<file path="config.mk">
export PLATFORM = sky130hd
export DESIGN_NAME = iterative_alu
export DESIGN_NICKNAME = d
export VERILOG_FILES = /design/src/rtl/iterative_alu.sv
export SDC_FILE = /design/constraint.sdc
export NUM_CORES = 1
export LEC_CHECK = 0
export CORE_ASPECT_RATIO = 0.6
export CORE_MARGIN = 5
export CORE_UTILIZATION = 35
export CTS_CLUSTER_SIZE = 14
export DETAILED_ROUTE_END_ITERATION = 8
export SLEW_MARGIN = 0
export SYNTH_ARGS = -nofsm -noshare
export SYNTH_HDL_FRONTEND = slang
export SYNTH_SLANG_ARGS = --single-unit
</file>
<file path="constraint.sdc">
create_clock -name clk_i -period 4.7 [get_ports clk_i]
set_input_delay 0.705 -clock clk_i [delete_from_list [all_inputs] [get_ports clk_i]]
set_output_delay 0.705 -clock clk_i [all_outputs]
set_load 0.005 [all_outputs]
</file>
<file path="src/rtl/iterative_alu.sv">
// Multi-cycle ALU with a start/busy/done handshake: one-bit-per-cycle shifts and rotates,
// plus an optional shift-add multiplier enabled by defining ALU_MUL_EN.
module iterative_alu #(
  parameter int unsigned Width = 32,
  localparam int unsigned ShW = $clog2(Width) + 1
) (
  input  logic             clk_i,
  input  logic             rst_i,
  input  logic             start_i,
  input  logic [Width-1:0] a_i,
  input  logic [Width-1:0] b_i,
  input  logic [4:0]       fun_sel_i,
  input  logic [ShW-1:0]   sh_amt_i,
  input  logic             wf_i,
  output logic [Width-1:0] alu_out_o,
  output logic [3:0]       flags_out_o,
  output logic             busy_o,
  output logic             done_o,
  output logic             illegal_op_o
);

  localparam logic [4:0] OpMovA = 5'b00000;
  localparam logic [4:0] OpMovB = 5'b00001;
  localparam logic [4:0] OpNotA = 5'b00010;
  localparam logic [4:0] OpNotB = 5'b00011;
  localparam logic [4:0] OpAdd  = 5'b00100;
  localparam logic [4:0] OpAdc  = 5'b00101;
  localparam logic [4:0] OpSub  = 5'b00110;
  localparam logic [4:0] OpAnd  = 5'b00111;
  localparam logic [4:0] OpOr   = 5'b01000;
  localparam logic [4:0] OpXor  = 5'b01001;
  localparam logic [4:0] OpNand = 5'b01010;
  localparam logic [4:0] OpLsl  = 5'b01011;
  localparam logic [4:0] OpLsr  = 5'b01100;
  localparam logic [4:0] OpAsr  = 5'b01101;
  localparam logic [4:0] OpCsl  = 5'b01110;
  localparam logic [4:0] OpCsr  = 5'b01111;
  localparam logic [4:0] OpMul  = 5'b10000;

  typedef enum logic [0:0] {StIdle, StRun} state_e;

  state_e           state_q, state_d;
  logic [Width-1:0] a_q, b_q, work_q, work_d, alu_out_q;
  logic [4:0]       op_q;
  logic             wf_q, cin_q, wc_q, wc_d;
  logic [ShW-1:0]   cnt_q, cnt_d;
  logic [3:0]       flags_q;
  logic             done_q, illegal_q;

  logic             accept, is_shift, is_mul, last_c, run_last, legal_c;
  logic [Width-1:0] add_b, sh_w, res_c;
  logic [Width:0]   add_c;
  logic             add_ovf, sh_c, c_n, o_n;

`ifdef ALU_MUL_EN
  logic [Width-1:0] hi_q, hi_d, mul_hi_n, mul_lo_n;
  logic [Width:0]   mul_sum;
  assign is_mul   = (op_q == OpMul);
  assign mul_sum  = {1'b0, hi_q} + {1'b0, (work_q[0] ? a_q : '0)};
  assign mul_hi_n = mul_sum[Width:1];
  assign mul_lo_n = {mul_sum[0], work_q[Width-1:1]};
`else
  assign is_mul   = 1'b0;
`endif

  assign accept   = start_i && (state_q == StIdle);
  assign is_shift = (op_q >= OpLsl) && (op_q <= OpCsr);
  assign last_c   = is_shift ? (cnt_q <= ShW'(1)) : (is_mul ? (cnt_q == ShW'(1)) : 1'b1);
  assign run_last = (state_q == StRun) && last_c;

  // Subtract shares the adder: A + ~B + 1, so overflow uses the effective B operand.
  assign add_b   = (op_q == OpSub) ? ~b_q : b_q;
  assign add_c   = {1'b0, a_q} + {1'b0, add_b}
                 + {{Width{1'b0}}, (op_q == OpSub) | ((op_q == OpAdc) & cin_q)};
  assign add_ovf = (a_q[Width-1] == add_b[Width-1]) && (add_c[Width-1] != a_q[Width-1]);

  always_comb begin
    sh_w = work_q;
    sh_c = wc_q;
    case (op_q)
      OpLsl:   begin sh_w = {work_q[Width-2:0], 1'b0};         sh_c = work_q[Width-1]; end
      OpLsr:   begin sh_w = {1'b0, work_q[Width-1:1]};         sh_c = work_q[0];       end
      OpAsr:   begin sh_w = {work_q[Width-1], work_q[Width-1:1]}; sh_c = work_q[0];    end
      OpCsl:   begin sh_w = {work_q[Width-2:0], wc_q};         sh_c = work_q[Width-1]; end
      OpCsr:   begin sh_w = {wc_q, work_q[Width-1:1]};         sh_c = work_q[0];       end
      default: ;
    endcase
  end

  // Result and flag candidates for the completing cycle.
  always_comb begin
    res_c   = alu_out_q;
    c_n     = flags_q[2];
    o_n     = flags_q[0];
    legal_c = 1'b1;
    case (op_q)
      OpMovA: res_c = a_q;
      OpMovB: res_c = b_q;
      OpNotA: res_c = ~a_q;
      OpNotB: res_c = ~b_q;
      OpAdd, OpAdc, OpSub: begin
        res_c = add_c[Width-1:0];
        c_n   = add_c[Width];
        o_n   = add_ovf;
      end
      OpAnd:  res_c = a_q & b_q;
      OpOr:   res_c = a_q | b_q;
      OpXor:  res_c = a_q ^ b_q;
      OpNand: res_c = ~(a_q & b_q);
      OpLsl, OpLsr, OpAsr, OpCsl, OpCsr: begin
        res_c = (cnt_q != '0) ? sh_w : work_q;
        c_n   = (cnt_q != '0) ? sh_c : wc_q;
      end
`ifdef ALU_MUL_EN
      OpMul: begin
        res_c = mul_lo_n;
        c_n   = |mul_hi_n;
      end
`endif
      default: legal_c = 1'b0;
    endcase
  end

  always_comb begin
    work_d = work_q;
    wc_d   = wc_q;
    cnt_d  = cnt_q;
`ifdef ALU_MUL_EN
    hi_d   = hi_q;
`endif
    if (accept) begin
      work_d = a_i;
      wc_d   = flags_q[2];
      cnt_d  = sh_amt_i;
`ifdef ALU_MUL_EN
      hi_d   = '0;
      if (fun_sel_i == OpMul) begin
        work_d = b_i;
        cnt_d  = ShW'(Width);
      end
`endif
    end else if (state_q == StRun && !last_c) begin
      cnt_d = cnt_q - ShW'(1);
      if (is_shift) begin
        work_d = sh_w;
        wc_d   = sh_c;
      end
`ifdef ALU_MUL_EN
      if (is_mul) begin
        work_d = mul_lo_n;
        hi_d   = mul_hi_n;
      end
`endif
    end
  end

  always_ff @(posedge clk_i) begin
    if (rst_i) state_q <= StIdle;
    else       state_q <= state_d;
  end

  always_comb begin
    state_d = state_q;
    unique case (state_q)
      StIdle: if (accept) state_d = StRun;
      StRun:  if (last_c) state_d = StIdle;
      default: state_d = StIdle;
    endcase
  end

  always_comb begin
    busy_o       = (state_q == StRun);
    done_o       = done_q;
    illegal_op_o = illegal_q;
    alu_out_o    = alu_out_q;
    flags_out_o  = flags_q;
  end

  always_ff @(posedge clk_i) begin
    if (rst_i) begin
      a_q       <= '0;
      b_q       <= '0;
      op_q      <= '0;
      wf_q      <= 1'b0;
      cin_q     <= 1'b0;
      work_q    <= '0;
      wc_q      <= 1'b0;
      cnt_q     <= '0;
      alu_out_q <= '0;
      flags_q   <= '0;
      done_q    <= 1'b0;
      illegal_q <= 1'b0;
`ifdef ALU_MUL_EN
      hi_q      <= '0;
`endif
    end else begin
      if (accept) begin
        a_q   <= a_i;
        b_q   <= b_i;
        op_q  <= fun_sel_i;
        wf_q  <= wf_i;
        cin_q <= flags_q[2];
      end
      work_q <= work_d;
      wc_q   <= wc_d;
      cnt_q  <= cnt_d;
`ifdef ALU_MUL_EN
      hi_q   <= hi_d;
`endif
      if (run_last && legal_c) begin
        alu_out_q <= res_c;
        if (wf_q) flags_q <= {res_c == '0, c_n, res_c[Width-1], o_n};
      end
      done_q    <= run_last;
      illegal_q <= run_last && !legal_c;
    end
  end

endmodule

</file>
==> flow_summary_export.csv <==
group,metric,value,unit
outcome,outcome,"complete, no violations",
hold_path,hold_path.class,"register to register",
floorplanning,die_h,154.3,µm
clock_network,post_cts_buffers,0,
clock_network,clock_sinks,149,
synthesis,yosysWarningCount,0,
drt,ant_nets,0,
critical_path,crit_path_start,"op_q[2]",
global_route,grt_pass1_wl,76910,µm
floorplanning,floorplan.initialDensity,35.74,%
critical_path,r2r-start,"op_q[2]",
synthesis,syn_nets,1859,
critical_path,worstPathRequired,5.08,ns
synthesis,ys_types,82,
synthesis,synth_flop_cell,"dfxtp_1",
power,vdd_drop_max,0.2711,mV
synthesis,synth_seq_cells,149,
sta,rsz0062_at_grt,"false",
synthesis,ys_seq_area_share,24.57,%
cells_and_area,fillers,3520,
synthesis,synth_cells,1680,
sta,tightest_slew,1.328,ns
drt,route.detailed.drc,0,
cells_and_area,seqCellArea,2988,µm²
drt,first_iter_violations,1819,
critical_path,worstSetupStartpointType,"register",
sta,skew,0.01115,ns
hold_path,min-delay-start,"flags_out_o[1]",
global_route,grtUsageTotal,25.96,%
drt,wl_per_cell,23.40,µm
floorplanning,core-area,33960,µm²
synthesis,synth-async-reset-ratio,0,%
sta,final_max_slew_viol_count,0,
floorplanning,die_w,250.4,µm
sta,fin_crit_sh,95.33,%
floorplanning,ioPinCount,118,
global_route,grt_overflow,0,
cells_and_area,nets,1944,
sta,final.setup.tns,0,ns
synthesis,synth_edf_count,0,
critical_path,cp_max_fo,3,
sta,hold_viol_final,0,
critical_path,critical_path_class,"register to register",
cells_and_area,area.growth.synth_to_final,20.14,%
synthesis,syn_area,12140,µm²
synthesis,synth_area_per_cell,7.226,µm²
cells_and_area,layout-drive-gt1-share,8.099,%
placed_design,globalplace.congestion,0.9577,
run,drv_cap,0,
drt,dr.pass1.iters,8,
drt,totalWireLength,52340,µm
power,cellLeakagePower,5.504,nW
global_route,antenna_found_initial,1,
placed_design,placed_cells,2205,
cells_and_area,utilization,42.94,%
power,powerDensity,275.3,nW/µm²
cells_and_area,final_cell_count_no_fill,2237,
critical_path,arrival,4.86,ns
critical_path,end_kind,"register",
sta,slew_headroom,10.20,%
clock_network,clkTransAtPathRegs,0.06,ns
sta,layout_min_cycle_time,4.480,ns
floorplanning,rows,52,
sta,clock.fmax,0.2232,GHz
global_route,grt_pass1_vias,11660,
clock_network,clock_latency,0.45,ns
power,totalPowerFinal,4.015,mW
cells_and_area,multi_input_area,8352,µm²
drt,dr_total_vias,13030,
cells_and_area,diodes,0,
global_route,grt_max_degree,98,
placed_design,io_buffers,117,
clock_network,clockBufferDepth,2,
floorplanning,die_area,38630,µm²
clock_network,htreeDepth,4,
clock_network,cts_made_buffers,17,
clock_network,cts_tree,"done",
placed_design,dpl.hpwl,40180,µm
sta,final-setup-viol-count,0,
clock_network,root_buffer,"clkbuf_16",
drt,routed_via_density,5.825,
-- per-layer routing --
layer | vias up | track usage, % | wire [µm]
met5 | - | 0 | 13
met4 | 2 | 3.999 | 621
met3 | 48 | 11.11 | 7608
met2 | 743 | 30.97 | 18180
met1 | 6096 | 41.88 | 25910
li1 | 6142 | - | -
-- cells in the mapped netlist (all sizes together) (12+ instances only) --
| master | number | area (µm²) |
|---|---|---|
| a21oi | 198 | 991.0 |
| xnor2 | 55 | 481.7 |
| o21ai | 137 | 685.7 |
| nand2 | 291 | 1092 |
| nor2b | 12 | 75.07 |
| nor2 | 118 | 442.9 |
| nand3 | 23 | 115.1 |
| ha | 98 | 1226 |
| buf | 45 | 266.5 |
| dfxtp | 149 | 2983 |
| nor3 | 24 | 120.1 |
| a211oi | 29 | 217.7 |
| xor2 | 14 | 122.6 |
| a21o | 12 | 90.09 |
| inv | 83 | 311.6 |
| o221ai | 12 | 105.1 |
| clkbuf | 83 | 311.6 |
| a221oi | 17 | 155.1 |
| o211ai | 20 | 150.1 |
| mux2i | 36 | 360.4 |
| a22oi | 30 | 239.0 |
-- through the flow --
step           setup WS (ns)  hold slack, ns  instance area [µm²]
2_1_floorplan         0.3639          0.4366                12140
6_report              0.2196          0.4567                14580
3_5_place_dp          0.1191          0.4517                13940
3_3_place_gp          0.1501          0.4573                13940
4_1_cts              0.06729          0.4601                14530
5_1_grt             0.003447          0.4980                14580
-- flip-flops by register name, indices dropped and copies added (netlist names), 4 cells and up --
name         flops
a_q             32
alu_out_o       32
b_q             32
work_q          32
cnt_q            6
op_q             5
flags_out_o      4
-- final cells by class --
class                   instances  area share [%]
inverters                      83           2.136
multi-input cells            1320           57.27
flip-flops and latches        149           20.49
repair buffers                194           12.15
clock inverters                12          0.8837
well taps                     459           3.938
clock buffers                  20           3.140
-- power by group --
part           leakage, nW  total (mW)  internal, mW  switching, mW
clock                0.281        1.42         0.811          0.608
combinational         4.00        1.13         0.446          0.686
sequential            1.22        1.46          1.34          0.124
total                 5.50        4.02          2.60           1.42
-- worst paths after layout --
kind                            slack (ns)        endpoint  depth (start not counted)
worst max-delay path                  0.22  flags_out_o[3]                         17
worst min-delay path                  0.46  flags_out_o[1]                          2
worst max register to register        0.22  flags_out_o[3]                         17
worst min register to register        0.46  flags_out_o[1]                          2
-- cell families after synthesis --
kind of cell,count (synthesis),share of synthesized area [%]
buffers and inverters,211,7.329
adder cells (fa/ha/maj),100,10.43
AO/OA/AOI/OAI,568,29.80
flip-flops,149,24.57
AND/OR/NAND/NOR,545,19.74
multiplexers,38,3.154
XOR/XNOR,69,4.978
-- critical path, cell delays in order (launching register included) --
cell      delay [ns]
dfxtp_1         0.38
or3b_2          0.49
a21oi_1         0.20
fa_2            0.31
inv_1           0.08
fa_1            0.43
nor2b_1         0.19
o21ai_1         0.15
a21oi_2         0.20
o21bai_1        0.12
mux2_2          0.25
o21ai_1         0.13
a211o_1         0.31
nor4_2          0.29
buf_4           0.15
nand4_1         0.09
or4b_1          0.52
o21ai_1         0.12
-- timing repair --
item	in CTS	in global routing
endpoints found under the setup margin	0	1
resized for setup	0	12
endpoints found under the hold margin	0	0
hold buffers	0	0
-- cells in the final DEF (no fill, tap or decap), types with 23 or more instances in the layout --
cell type,n
a211oi_1,28
nand3_1,23
inv_1,82
nor3_1,24
a21oi_1,196
a22oi_1,29
o21ai_0,134
ha_1,98
dfxtp_1,147
xnor2_1,55
nor2_1,117
clkdlybuf4s50_1,116
buf_4,76
mux2i_1,36
nand2_1,291
(Power assumes the default switching activity.)
